File: config.mk
export PLATFORM = sky130hd
export DESIGN_NAME = reg_exec_seq
export DESIGN_NICKNAME = d
export VERILOG_FILES = /design/src/rtl/reg_exec_seq.sv
export SDC_FILE = /design/constraint.sdc
export NUM_CORES = 1
export LEC_CHECK = 0
export CAP_MARGIN = 5
export CORE_MARGIN = 4
export CORE_UTILIZATION = 63
export DETAILED_ROUTE_END_ITERATION = 6
export PLACE_DENSITY = 0.87
export SYNTH_ARGS = -nofsm -noshare
export SYNTH_HDL_FRONTEND = slang
export SYNTH_SLANG_ARGS = --single-unit
File: constraint.sdc
create_clock -name clk -period 5.2 [get_ports clk]
set_input_delay 0.52 -clock clk [delete_from_list [all_inputs] [get_ports clk]]
set_output_delay 0.52 -clock clk [all_outputs]
set_load 0.01 [all_outputs]
File: src/rtl/reg_exec_seq.sv
// Execute/control stage for a 16 x 8-bit register file: fetches operands, runs the ALU
// or an iterative shift-add multiply, and writes the result back through the write port.
module reg_exec_seq #(
  parameter int DATA_W = 8,
  parameter int ADDR_W = 4
) (
  input  logic              clk,
  input  logic              reset,
  input  logic [15:0]       instr,
  input  logic              instr_valid,
  output logic              instr_ready,
  output logic [ADDR_W-1:0] RA1,
  output logic [ADDR_W-1:0] RA2,
  input  logic [DATA_W-1:0] data_out1,
  input  logic [DATA_W-1:0] data_out2,
  output logic [ADDR_W-1:0] WA,
  output logic [DATA_W-1:0] data_in,
  output logic              write_enable,
  output logic              done,
  output logic              err,
  output logic              zero,
  output logic              carry
);

  localparam int CNT_W = (DATA_W > 1) ? $clog2(DATA_W) : 1;

  typedef enum logic [2:0] {S_IDLE, S_READ, S_EXEC, S_MUL, S_WB} state_t;

  state_t                r_state, w_next;
  logic [15:0]           r_instr;
  logic [ADDR_W-1:0]     r_ra1, r_ra2, r_wa;
  logic [DATA_W-1:0]     r_result;
  logic                  r_carryPend, r_zero, r_carry;
  logic [2*DATA_W-1:0]   r_mcand, r_acc, w_accNext;
  logic [DATA_W-1:0]     r_mplier;
  logic [CNT_W-1:0]      r_cnt;
  logic [3:0]            w_op;
  logic [DATA_W:0]       w_sum;
  logic [DATA_W-1:0]     w_aluRes;
  logic                  w_aluCarry, w_illegal, w_mulLast;

  assign w_op      = r_instr[15:12];
  assign w_sum     = {1'b0, data_out1} + {1'b0, data_out2};
  assign w_accNext = r_mplier[0] ? (r_acc + r_mcand) : r_acc;
  assign w_mulLast = (r_cnt == CNT_W'(DATA_W - 1));

  assign RA1     = r_ra1;
  assign RA2     = r_ra2;
  assign WA      = r_wa;
  assign data_in = r_result;
  assign zero    = r_zero;
  assign carry   = r_carry;

  always_comb begin
    w_aluRes   = '0;
    w_aluCarry = 1'b0;
    w_illegal  = 1'b0;
    case (w_op)
      4'd0, 4'd9: ;
      4'd1: {w_aluCarry, w_aluRes} = w_sum;
      4'd2: begin
        w_aluRes   = data_out1 - data_out2;
        w_aluCarry = (data_out1 < data_out2);
      end
      4'd3: w_aluRes = data_out1 & data_out2;
      4'd4: w_aluRes = data_out1 | data_out2;
      4'd5: w_aluRes = data_out1 ^ data_out2;
      4'd6: w_aluRes = data_out1 << data_out2[2:0];
      4'd7: w_aluRes = data_out1 >> data_out2[2:0];
      4'd8: w_aluRes = DATA_W'(r_instr[7:0]);
      default: w_illegal = 1'b1;
    endcase
  end

  always_ff @(posedge clk or negedge reset) begin
    if (!reset) r_state <= S_IDLE;
    else        r_state <= w_next;
  end

  always_comb begin
    w_next       = r_state;
    instr_ready  = 1'b0;
    write_enable = 1'b0;
    done         = 1'b0;
    err          = 1'b0;
    case (r_state)
      S_IDLE: begin
        instr_ready = 1'b1;
        if (instr_valid) w_next = S_READ;
      end
      S_READ: w_next = S_EXEC;
      S_EXEC: begin
        if (w_op == 4'd0) begin
          done   = 1'b1;
          w_next = S_IDLE;
        end else if (w_op == 4'd9) begin
          w_next = S_MUL;
        end else if (w_illegal) begin
          err    = 1'b1;
          done   = 1'b1;
          w_next = S_IDLE;
        end else begin
          w_next = S_WB;
        end
      end
      S_MUL: if (w_mulLast) w_next = S_WB;
      S_WB: begin
        write_enable = 1'b1;
        done         = 1'b1;
        w_next       = S_IDLE;
      end
      default: w_next = S_IDLE;
    endcase
  end

  // Multiplier consumes one bit per cycle LSB first; the final partial sum is taken
  // straight from w_accNext so WB follows the last MUL cycle without an extra stage.
  always_ff @(posedge clk or negedge reset) begin
    if (!reset) begin
      r_instr     <= '0;
      r_ra1       <= '0;
      r_ra2       <= '0;
      r_wa        <= '0;
      r_result    <= '0;
      r_carryPend <= 1'b0;
      r_zero      <= 1'b0;
      r_carry     <= 1'b0;
      r_mcand     <= '0;
      r_acc       <= '0;
      r_mplier    <= '0;
      r_cnt       <= '0;
    end else begin
      case (r_state)
        S_IDLE: if (instr_valid) begin
          r_instr <= instr;
          r_ra1   <= instr[4 +: ADDR_W];
          r_ra2   <= instr[0 +: ADDR_W];
        end
        S_EXEC: begin
          r_wa        <= r_instr[8 +: ADDR_W];
          r_result    <= w_aluRes;
          r_carryPend <= w_aluCarry;
          r_mcand     <= {{DATA_W{1'b0}}, data_out1};
          r_mplier    <= data_out2;
          r_acc       <= '0;
          r_cnt       <= '0;
        end
        S_MUL: begin
          r_acc    <= w_accNext;
          r_mcand  <= r_mcand << 1;
          r_mplier <= r_mplier >> 1;
          r_cnt    <= r_cnt + 1'b1;
          if (w_mulLast) begin
            r_result    <= w_accNext[DATA_W-1:0];
            r_carryPend <= |w_accNext[2*DATA_W-1:DATA_W];
          end
        end
        S_WB: begin
          r_zero  <= (r_result == '0);
          r_carry <= r_carryPend;
        end
        default: ;
      endcase
    end
  end

endmodule

==> flow_summary.toml, run 1 <==
[timing]
min_period_ns = 3.32
timing.final.max_slew_violations = 0
slew_limit_headroom_pct = 34.3
timing.setup.tns_ns = 0
setup_violations = 0
final-hold-violation-count = 0
maximum_frequency_from_static_timing_analysis_mhz = 301
post-route-period-util_pct = 63.9
worst_pin_slew_ns = 0.982
final.setup_skew_ns = 0.0140
grt_setup_unrepaired = "no"

[synthesis]
ys_ff_latch = 77
ys_warn_count = 0
synth-seq-area-share_pct = 32.8
post_synth_inst_count = 660
synthArstFlopShare_pct = 100
synth.lib_cells_used.distinct = 66
synth.top_cell.area_share_pct = 32.8
synth_nets = 742
post_synth_edffs = 0
synthesis.area_mm2 = 0.00588
yosysTopAreaCell = "sky130_fd_sc_hd__dfrtp_1"
synth_flop_cell = "sky130_fd_sc_hd__dfrtp_1"
synthTopCellsByArea = "sky130_fd_sc_hd__dfrtp_1 (33%), sky130_fd_sc_hd__ha_1 (9.4%), sky130_fd_sc_hd__nand2_1 (5.3%), sky130_fd_sc_hd__o21ai_0 (5.2%), sky130_fd_sc_hd__mux2i_1 (5.1%)"
syn-mean-instance-area_um2 = 8.91

[clocking]
tritoncts = "built"
cts.htree.levels = 3
ctsResizeCount = 0
cts.clk_slew.worst_paths_ns = 0.09
max-clock-path-buffers = 2
numClockSinks = 77
clock_latency_ns = 0.35
post-cts-setup-buffer-count = 0
cts_inserted_buffers = 9
holdBufCountCts = 0
root_cell_of_the_clock_tree = "sky130_fd_sc_hd__clkbuf_8"

[route]
routed_wl_um = 15600
vias = 5206
detailedRoute.firstIterationViolations = 506
routed_via_density = 6.48
detail_route.drc_violations = 0
detailedRoute.firstPassIterationCount = 5
remaining_antenna_violation_count_after_routing = 0
route.detailed.wl_per_inst_um = 19.4

[global_route]
grt_total_usage_pct = 29.2
gr-total-overflow = 0
grt_pass1_wl_um = 25900
grt_antenna_before_repair = 0
via_count_of_the_first_global_routing_pass = 5185
largest_net_degree_at_the_start_of_global_routing = 78

[job]
cap_violations = 0

[die]
die-area_mm2 = 0.0109
fp.coreArea_mm2 = 0.00889
design.portCount = 61
starting_density_of_the_core_pct = 66.1
fp-row-count = 34
dieHeight_um = 105
die_width_um = 105

[placed_design]
io_buffer_count = 60
placed_cell_area_mm2 = 0.00645
gp_congestion = 0.939
placed_cells = 788
detail_placement_hpwl_um = 11300

[status]
result_of_the_run = "finished, final reports clean"

[setup_path]
cp.required_ns = 5.43
startpoint_class_of_the_critical_path = "input pin"
reg2reg_depth = 10
worstReg2RegEnd = "r_carryPend$_DFFE_PN0P_"
path_class = "in2reg"
reg2reg_slack_ns = 2.02
crit_path_max_fanout = 20
critical_path_arrival_ns = 3.55
critical_path.endpoint_type = "register"
reg2reg_from = "r_mcand[0]$_DFFE_PN0P_"

[power_and_ir_drop]
power_density_mw_per_mm2 = 514
static-leakage-power_nw = 3.01
ir_worst_vdd_uv = 348

[hold_path]
hold_path.class = "in2async"

[final_layout]
design.final.nets = 773
antennaDiodeCount = 0
area_delta_synth_final_pct = 14.0
finish.instance_area_mm2 = 0.00670
layout_common_cells = "sky130_fd_sc_hd__nand2_1 (83), sky130_fd_sc_hd__dfrtp_1 (77), sky130_fd_sc_hd__o21ai_0 (61), sky130_fd_sc_hd__clkdlybuf4s50_1 (59), sky130_fd_sc_hd__ha_1 (44)"
post_route_cells_drive_above_1_share_pct = 9.48
fin_cells = 804
leading_cell_type_in_the_layout_fill_and_taps_excluded = "sky130_fd_sc_hd__nand2_1"
==> area by class of cell <==
type                            count  area [um2]
Multi-Input combinational cell    501        3610
Fill cell                         641        2190
Sequential cell                    77        1930
Timing Repair Buffer               66         643
Clock buffer                       10         138
Inverter                           36         135
Tap cell                          108         135
Clock inverter                      6         116
==> flip-flops by register name, summed over array words and instances (netlist names), 3 cells and up <==
signal and count:
WA 4, data_in 8, r_acc 16, r_cnt 3, r_instr 16, r_mcand 16, r_mplier 8, r_state 3
==> kinds of logic (layout without fill, tap and decap cells) <==
| family | Yosys count | in the layout | synth area share, % |
|---|---|---|---|
| adder cells (fa/ha/maj) | 47 | 47 | 10.4 |
| buffers and inverters | 82 | 118 | 5.92 |
| XOR/XNOR | 11 | 11 | 1.64 |
| AND/OR/NAND/NOR | 176 | 176 | 13.9 |
| flip-flops | 77 | 77 | 32.8 |
| multiplexers | 62 | 62 | 13.0 |
| AO/OA/AOI/OAI | 205 | 205 | 22.4 |
==> per-layer routing <==
| layer | up-vias | share of wire (%) | track usage (%) |
|---|---|---|---|
| li1 | 2439 | - | - |
| met1 | 2515 | 44 | 41.0 |
| met2 | 218 | 47 | 45.6 |
| met3 | 34 | 6.6 | 5.73 |
| met4 | 0 | 2.6 | 9.56 |
| met5 | - | 0 | 0 |
==> synthesized netlist by cell type, types with 3 or more instances <==
cell	instances
sky130_fd_sc_hd__a211oi_1	8
sky130_fd_sc_hd__a21o_1	13
sky130_fd_sc_hd__a21oi_1	38
sky130_fd_sc_hd__a221o_1	5
sky130_fd_sc_hd__a222oi_1	5
sky130_fd_sc_hd__a22o_1	4
sky130_fd_sc_hd__a22oi_1	9
sky130_fd_sc_hd__a31oi_1	6
sky130_fd_sc_hd__and2_1	4
sky130_fd_sc_hd__buf_1	5
sky130_fd_sc_hd__buf_2	8
sky130_fd_sc_hd__buf_4	8
sky130_fd_sc_hd__clkbuf_1	25
sky130_fd_sc_hd__dfrtp_1	77
sky130_fd_sc_hd__fa_1	3
sky130_fd_sc_hd__ha_1	44
sky130_fd_sc_hd__inv_1	35
sky130_fd_sc_hd__mux2_2	22
sky130_fd_sc_hd__mux2i_1	30
sky130_fd_sc_hd__mux4_2	9
sky130_fd_sc_hd__nand2_1	83
sky130_fd_sc_hd__nand2b_1	7
sky130_fd_sc_hd__nand3_1	13
sky130_fd_sc_hd__nor2_1	35
sky130_fd_sc_hd__nor2b_1	5
sky130_fd_sc_hd__nor3_1	10
sky130_fd_sc_hd__nor4_1	4
sky130_fd_sc_hd__o211ai_1	6
sky130_fd_sc_hd__o21ai_0	61
sky130_fd_sc_hd__o21ai_1	15
sky130_fd_sc_hd__o21bai_1	4
sky130_fd_sc_hd__o22ai_1	3
sky130_fd_sc_hd__o31ai_1	4
sky130_fd_sc_hd__o32ai_1	3
sky130_fd_sc_hd__xnor2_1	6
sky130_fd_sc_hd__xor2_1	5
==> worst max-delay path, stage by stage <==
cell                              delay (ns)
sky130_fd_sc_hd__clkdlybuf4s50_1        0.91
sky130_fd_sc_hd__ha_1                   0.50
sky130_fd_sc_hd__fa_1                   0.42
sky130_fd_sc_hd__a21o_1                 0.17
sky130_fd_sc_hd__a21oi_1                0.23
sky130_fd_sc_hd__o21ai_1                0.15
sky130_fd_sc_hd__a21oi_1                0.17
sky130_fd_sc_hd__nor2b_1                0.06
sky130_fd_sc_hd__o21ai_0                0.15
sky130_fd_sc_hd__a41o_1                 0.21
sky130_fd_sc_hd__a31oi_1                0.06
==> metrics by stage <==
stage / utilization (%) / hold slack (ns) / setup slack [ns] / power, mW
2_1_floorplan: - / 0.224 / 2.38 / 2.31
6_report: 75.4 / 0.325 / 1.88 / 3.44
3_3_place_gp: 72.5 / 0.464 / 1.58 / 2.79
4_1_cts: 75.4 / 0.354 / 1.90 / 3.44
5_1_grt: 75.4 / 0.401 / 1.58 / 3.71
3_5_place_dp: 72.5 / 0.474 / 1.53 / 2.84
==> power breakdown <==
part           total [mW]  internal, mW  switching, mW  leakage (nW)
Combinational        1.77         0.782          0.991          1.89
Sequential           1.10         0.829          0.267         0.987
Clock               0.575         0.336          0.238         0.127
==> worst max-delay path by stage <==
stage	from	endpoint	slack, ns
6_report	data_out2[0]	r_carryPend$_DFFE_PN0P_	1.88
2_1_floorplan	data_out2[1]	data_in[7]$_DFFE_PN0P_	2.38
4_1_cts	data_out2[0]	r_carryPend$_DFFE_PN0P_	1.90
3_5_place_dp	data_out2[0]	r_carryPend$_DFFE_PN0P_	1.53
5_1_grt	data_out2[0]	r_carryPend$_DFFE_PN0P_	1.58
3_3_place_gp	data_out2[0]	r_carryPend$_DFFE_PN0P_	1.58
Note: power is estimated with default switching activity, not from simulation.
==> run 2: changes to the inputs <==
--- a/config.mk
+++ b/config.mk
@@ -7,9 +7,9 @@
 export LEC_CHECK = 0
 export CAP_MARGIN = 5
 export CORE_MARGIN = 4
-export CORE_UTILIZATION = 63
+export CORE_UTILIZATION = 53
 export DETAILED_ROUTE_END_ITERATION = 6
-export PLACE_DENSITY = 0.87
+export PLACE_DENSITY = 0.78
 export SYNTH_ARGS = -nofsm -noshare
 export SYNTH_HDL_FRONTEND = slang
 export SYNTH_SLANG_ARGS = --single-unit
==> constraint.sdc (replaced) <==
create_clock -name clk -period 2.88 [get_ports clk]
set_input_delay 0.288 -clock clk [delete_from_list [all_inputs] [get_ports clk]]
set_output_delay 0.288 -clock clk [all_outputs]
set_load 0.01 [all_outputs]
==> flow_summary.toml, run 2 (synthesized netlist as in run 1, its figures left out) <==
[timing]
setup_violations = 0
post-route-period-util_pct = 93.3
timing.final.max_slew_violations = 0
timing.setup.tns_ns = 0
final.setup.worst_slack_ns = 0.193
grt_setup_unrepaired = "no"
worst_pin_slew_ns = 0.981
min_period_ns = 2.69
maximum_frequency_from_static_timing_analysis_mhz = 372
final.setup_skew_ns = 0.00957
final-hold-violation-count = 0
slew_limit_headroom_pct = 34.6

[final_layout]
area_delta_synth_final_pct = 16.2
finish.instance_area_mm2 = 0.00683
layout_common_cells = "sky130_fd_sc_hd__nand2_1 (83), sky130_fd_sc_hd__dfrtp_1 (77), sky130_fd_sc_hd__o21ai_0 (61), sky130_fd_sc_hd__clkdlybuf4s50_1 (59), sky130_fd_sc_hd__ha_1 (43)"
leading_cell_type_in_the_layout_fill_and_taps_excluded = "sky130_fd_sc_hd__nand2_1"
largestRegisters = "r_acc: 16 flops, r_instr: 16 flops, r_mcand: 16 flops"
final_core_utilization_pct = 63.0
count_of_fill_cells_added_during_filler_insertion = 962
post_route_cells_drive_above_1_share_pct = 12.6
antennaDiodeCount = 0
design.final.nets = 792

[route]
vias = 5249
remaining_antenna_violation_count_after_routing = 0
met3RoutedLength_um = 674
detailedRoute.firstIterationViolations = 387
detailedRoute.firstPassIterationCount = 5
met2WireLength_um = 7900
top_signal_layer_used = "met4"
detail_route.drc_violations = 0
route.detailed.wl_per_inst_um = 19.2
routed_wl_um = 16400
route.layer.met1.wl_um = 7470
routed_via_density = 6.14

[setup_path]
worstPathCellList = "ha_1 > a2111o_1 > o211ai_2 > o21ai_2 > a211o_1 > a2111oi_2 > and4_1 > a31oi_1"
critical-path-slowest-cell = "sky130_fd_sc_hd__a2111o_1"
critical_path_arrival_ns = 2.93
critical_path.endpoint_type = "register"
cp.required_ns = 3.13
path_class = "reg2reg"
worst_path_dominant_cell_family = "compound AO/OA/AOI/OAI gates"
crit_path_max_fanout = 7
crit_buf_inv = 0
timing.critical_path.slowest_cell_delay_ns = 0.48
startpoint_class_of_the_critical_path = "register"

[hold_path]
hold_path.class = "in2async"

[placed_design]
detailedPlace.worstSlack_ns = -0.0474
io_buffer_count = 60
gp_congestion = 0.967
detail_placement_hpwl_um = 12200
placed_cell_area_mm2 = 0.00663

[die]
die_width_um = 113
fp-row-count = 38
dieHeight_um = 113
design.portCount = 61
die-area_mm2 = 0.0128
fp.coreArea_mm2 = 0.0108
starting_density_of_the_core_pct = 54.2

[clocking]
post-cts-setup-buffer-count = 0
cts_inserted_buffers = 9
numClockSinks = 77
tritoncts = "built"
cts.htree.levels = 3
clock_latency_ns = 0.36
cts.clk_slew.worst_paths_ns = 0.09
max-clock-path-buffers = 2
root_cell_of_the_clock_tree = "sky130_fd_sc_hd__clkbuf_8"

[power_and_ir_drop]
ir_worst_vdd_uv = 557
static-leakage-power_nw = 3.07
post-layout-total-power_mw = 6.08
power_density_mw_per_mm2 = 889

[job]
cap_violations = 0

[global_route]
largest_net_degree_at_the_start_of_global_routing = 78
gr-total-overflow = 0
grt_antenna_before_repair = 0
via_count_of_the_first_global_routing_pass = 5187
grt_pass1_wl_um = 26600
grt_total_usage_pct = 25.9

[status]
result_of_the_run = "finished, final reports clean"
## run 2: final timing paths
kind	startpoint	to	slack, ns	depth (start not counted)
max in group asynchronous	reset	r_instr[15]$_DFFE_PN0P_	2.16	1
worst min-delay path	reset	r_mcand[9]$_DFFE_PN0P_	0.07	1
worst max-delay path	r_mcand[6]$_DFFE_PN0P_	r_carryPend$_DFFE_PN0P_	0.19	8
worst min register to register	r_mplier[7]$_DFFE_PN0P_	r_mplier[7]$_DFFE_PN0P_	0.49	2
worst max register to register	r_mcand[6]$_DFFE_PN0P_	r_carryPend$_DFFE_PN0P_	0.19	8
min in group clk	r_mplier[7]$_DFFE_PN0P_	r_mplier[7]$_DFFE_PN0P_	0.49	2
## run 2: repair_timing
item / CTS / global route
setup endpoints to repair: 1 / 1
resized for setup: 2 / 4
hold buffers: 0 / 0
pin swaps: 0 / 3
## run 2: per-stage QoR
step,hold WS (ns),instances
global placement,0.463,839
floorplan,-0.00759,660
CTS,0.115,855
detailed placement,0.472,839
finish,0.0651,855
global route,0.165,855
## run 2: layer usage
metal / track usage, % / vias up
li1: - / 2498
met1: 35.3 / 2561
met2: 43.3 / 163
met3: 4.28 / 27
met4: 6.49 / 0
met5: 0 / -
## run 2: layout make-up
class,instances,area (um2),area share (%)
Timing Repair Buffer,85,786,11.5
Inverter,36,135,1.98
Clock inverter,7,56.3,0.824
Clock buffer,9,124,1.81
Tap cell,140,175,2.56
Sequential cell,77,1930,28.2
Multi-Input combinational cell,501,3630,53.1
## run 2: report_power, final
part / internal [mW] / total (mW) / switching (mW)
sequential: 1.50 / 1.93 / 0.427
clock: 0.323 / 0.771 / 0.448
combinational: 1.48 / 3.38 / 1.90
==> run 3: changes to the inputs <==
--- a/config.mk
+++ b/config.mk
@@ -5,9 +5,10 @@
 export SDC_FILE = /design/constraint.sdc
 export NUM_CORES = 1
 export LEC_CHECK = 0
-export CAP_MARGIN = 5
+export CAP_MARGIN = 30
 export CORE_MARGIN = 4
 export CORE_UTILIZATION = 53
+export CTS_CLUSTER_DIAMETER = 30
 export DETAILED_ROUTE_END_ITERATION = 6
 export PLACE_DENSITY = 0.78
 export SYNTH_ARGS = -nofsm -noshare
==> flow_summary.toml, run 3 (synthesized netlist as in run 1, its figures left out) <==
[status]
result_of_the_run = "finished, final reports clean"

[route]
detailedRoute.firstPassIterationCount = 6
vias = 5285
detailedRoute.firstIterationViolations = 483
remaining_antenna_violation_count_after_routing = 0
routed_wl_um = 16400
route.detailed.wl_per_inst_um = 19.1
detail_route.drc_violations = 0
routed_via_density = 6.17

[power_and_ir_drop]
power_density_mw_per_mm2 = 885
static-leakage-power_nw = 3.08
ir_worst_vdd_uv = 560

[timing]
maximum_frequency_from_static_timing_analysis_mhz = 372
grt_setup_unrepaired = "no"
timing.final.max_slew_violations = 0
post-route-period-util_pct = 93.3
setup_violations = 0
min_period_ns = 2.69
worst_pin_slew_ns = 0.733
slew_limit_headroom_pct = 51.0
final.setup_skew_ns = 0.0100
final-hold-violation-count = 0

[clocking]
cts.htree.levels = 3
clock_latency_ns = 0.36
root_cell_of_the_clock_tree = "sky130_fd_sc_hd__clkbuf_8"
cts.clk_slew.worst_paths_ns = 0.08
numClockSinks = 77
tritoncts = "built"
cts_inserted_buffers = 9
max-clock-path-buffers = 2

[placed_design]
detail_placement_hpwl_um = 12200
io_buffer_count = 60
gp_congestion = 0.967
placed_cell_area_mm2 = 0.00663
placed_cells = 839

[setup_path]
crit_path_max_fanout = 7
destination_of_the_critical_timing_path = "r_carryPend$_DFFE_PN0P_"
reg2reg_depth = 8
cp.required_ns = 3.12
critical_path.endpoint_type = "register"
worstReg2RegEnd = "r_carryPend$_DFFE_PN0P_"
path_class = "reg2reg"
reg2reg_slack_ns = 0.19
critical_path_arrival_ns = 2.93
startpoint = "r_mcand[6]$_DFFE_PN0P_"
reg2reg_from = "r_mcand[6]$_DFFE_PN0P_"
startpoint_class_of_the_critical_path = "register"

[final_layout]
finish.instance_area_mm2 = 0.00687
area_delta_synth_final_pct = 16.9
largestRegisters = "r_acc: 16 flops, r_instr: 16 flops, r_mcand: 16 flops"
fin_cells = 857
layout_common_cells = "sky130_fd_sc_hd__nand2_1 (83), sky130_fd_sc_hd__dfrtp_1 (77), sky130_fd_sc_hd__o21ai_0 (61), sky130_fd_sc_hd__clkdlybuf4s50_1 (59), sky130_fd_sc_hd__ha_1 (43)"
count_of_fill_cells_added_during_filler_insertion = 957
antennaDiodeCount = 0
leading_cell_type_in_the_layout_fill_and_taps_excluded = "sky130_fd_sc_hd__nand2_1"
design.final.nets = 794
post_route_cells_drive_above_1_share_pct = 12.7

[global_route]
grt_antenna_before_repair = 0
largest_net_degree_at_the_start_of_global_routing = 78
grt_pass1_wl_um = 26600
grt_total_usage_pct = 25.9
via_count_of_the_first_global_routing_pass = 5187
gr-total-overflow = 0

[die]
fp.coreArea_mm2 = 0.0108
design.portCount = 61
starting_density_of_the_core_pct = 54.2
die-area_mm2 = 0.0128
dieHeight_um = 113
fp-row-count = 38
die_width_um = 113

[job]
cap_violations = 0

[hold_path]
hold_path.class = "in2async"
## run 3: worst max-delay path, stage by stage, from the launching register on
cell and delay, ns:
sky130_fd_sc_hd__dfrtp_1 0.42, sky130_fd_sc_hd__ha_1 0.41, sky130_fd_sc_hd__a2111o_1 0.48, sky130_fd_sc_hd__o211ai_2 0.26, sky130_fd_sc_hd__o21ai_2 0.13, sky130_fd_sc_hd__a211o_1 0.29
sky130_fd_sc_hd__a2111oi_2 0.28, sky130_fd_sc_hd__and4_1 0.23, sky130_fd_sc_hd__a31oi_1 0.08
## run 3: how the worst min path moves through the flow
stage                                    to  slack (ns)  cells past startpoint
floorplan                 WA[0]$_DFFE_PN0P_      -0.008                      0
global placement    r_mplier[7]$_DFFE_PN0P_        0.46                      2
detailed placement  r_mplier[7]$_DFFE_PN0P_        0.47                      2
CTS                 r_mcand[10]$_DFFE_PN0P_        0.11                      1
global route           r_acc[4]$_DFFE_PN0P_        0.37                      2
finish                 r_acc[8]$_DFFE_PN0P_        0.36                      2
## run 3: stage by stage
stage	utilization (%)	setup WS, ns	power, mW	setup TNS (ns)	hold WS (ns)
global route	63.4	0.0114	6.54	0	0.374
finish	63.4	0.192	6.08	0	0.356
floorplan	-	0.177	4.17	0	-0.00759
detailed placement	61.1	-0.0474	5.26	-0.0474	0.472
global placement	61.1	0.0655	5.14	0	0.463
CTS	62.9	0.000103	6.06	0	0.115
## run 3: where the power goes
part           switching (mW)  internal (mW)  total [mW]
clock                   0.446          0.323       0.770
sequential              0.429           1.50        1.93
combinational            1.90           1.49        3.39
## run 3: what timing repair did
item,CTS,global route
pin swaps,0,3
hold buffers,0,1
setup endpoints to repair,1,1
hold endpoints to repair,0,20
buffers inserted,0,0
gates resized for setup,2,4
## run 3: per-layer routing
layer	vias up	wire length, um	track usage, %
met4	0	297	6.49
met1	2596	7400	35.3
met5	-	0	0
li1	2504	-	-
met2	159	7990	43.3
met3	26	688	4.28
## run 3: layout make-up
| cell class | instances | area [um2] | area share, % |
|---|---|---|---|
| multi-input combinational | 501 | 3630 | 52.8 |
| clock inverter | 7 | 56.3 | 0.820 |
| timing repair buffer | 87 | 823 | 12.0 |
| tap | 140 | 175 | 2.55 |
| clock buffer | 9 | 124 | 1.80 |
| inverter | 36 | 135 | 1.97 |
| sequential | 77 | 1930 | 28.1 |
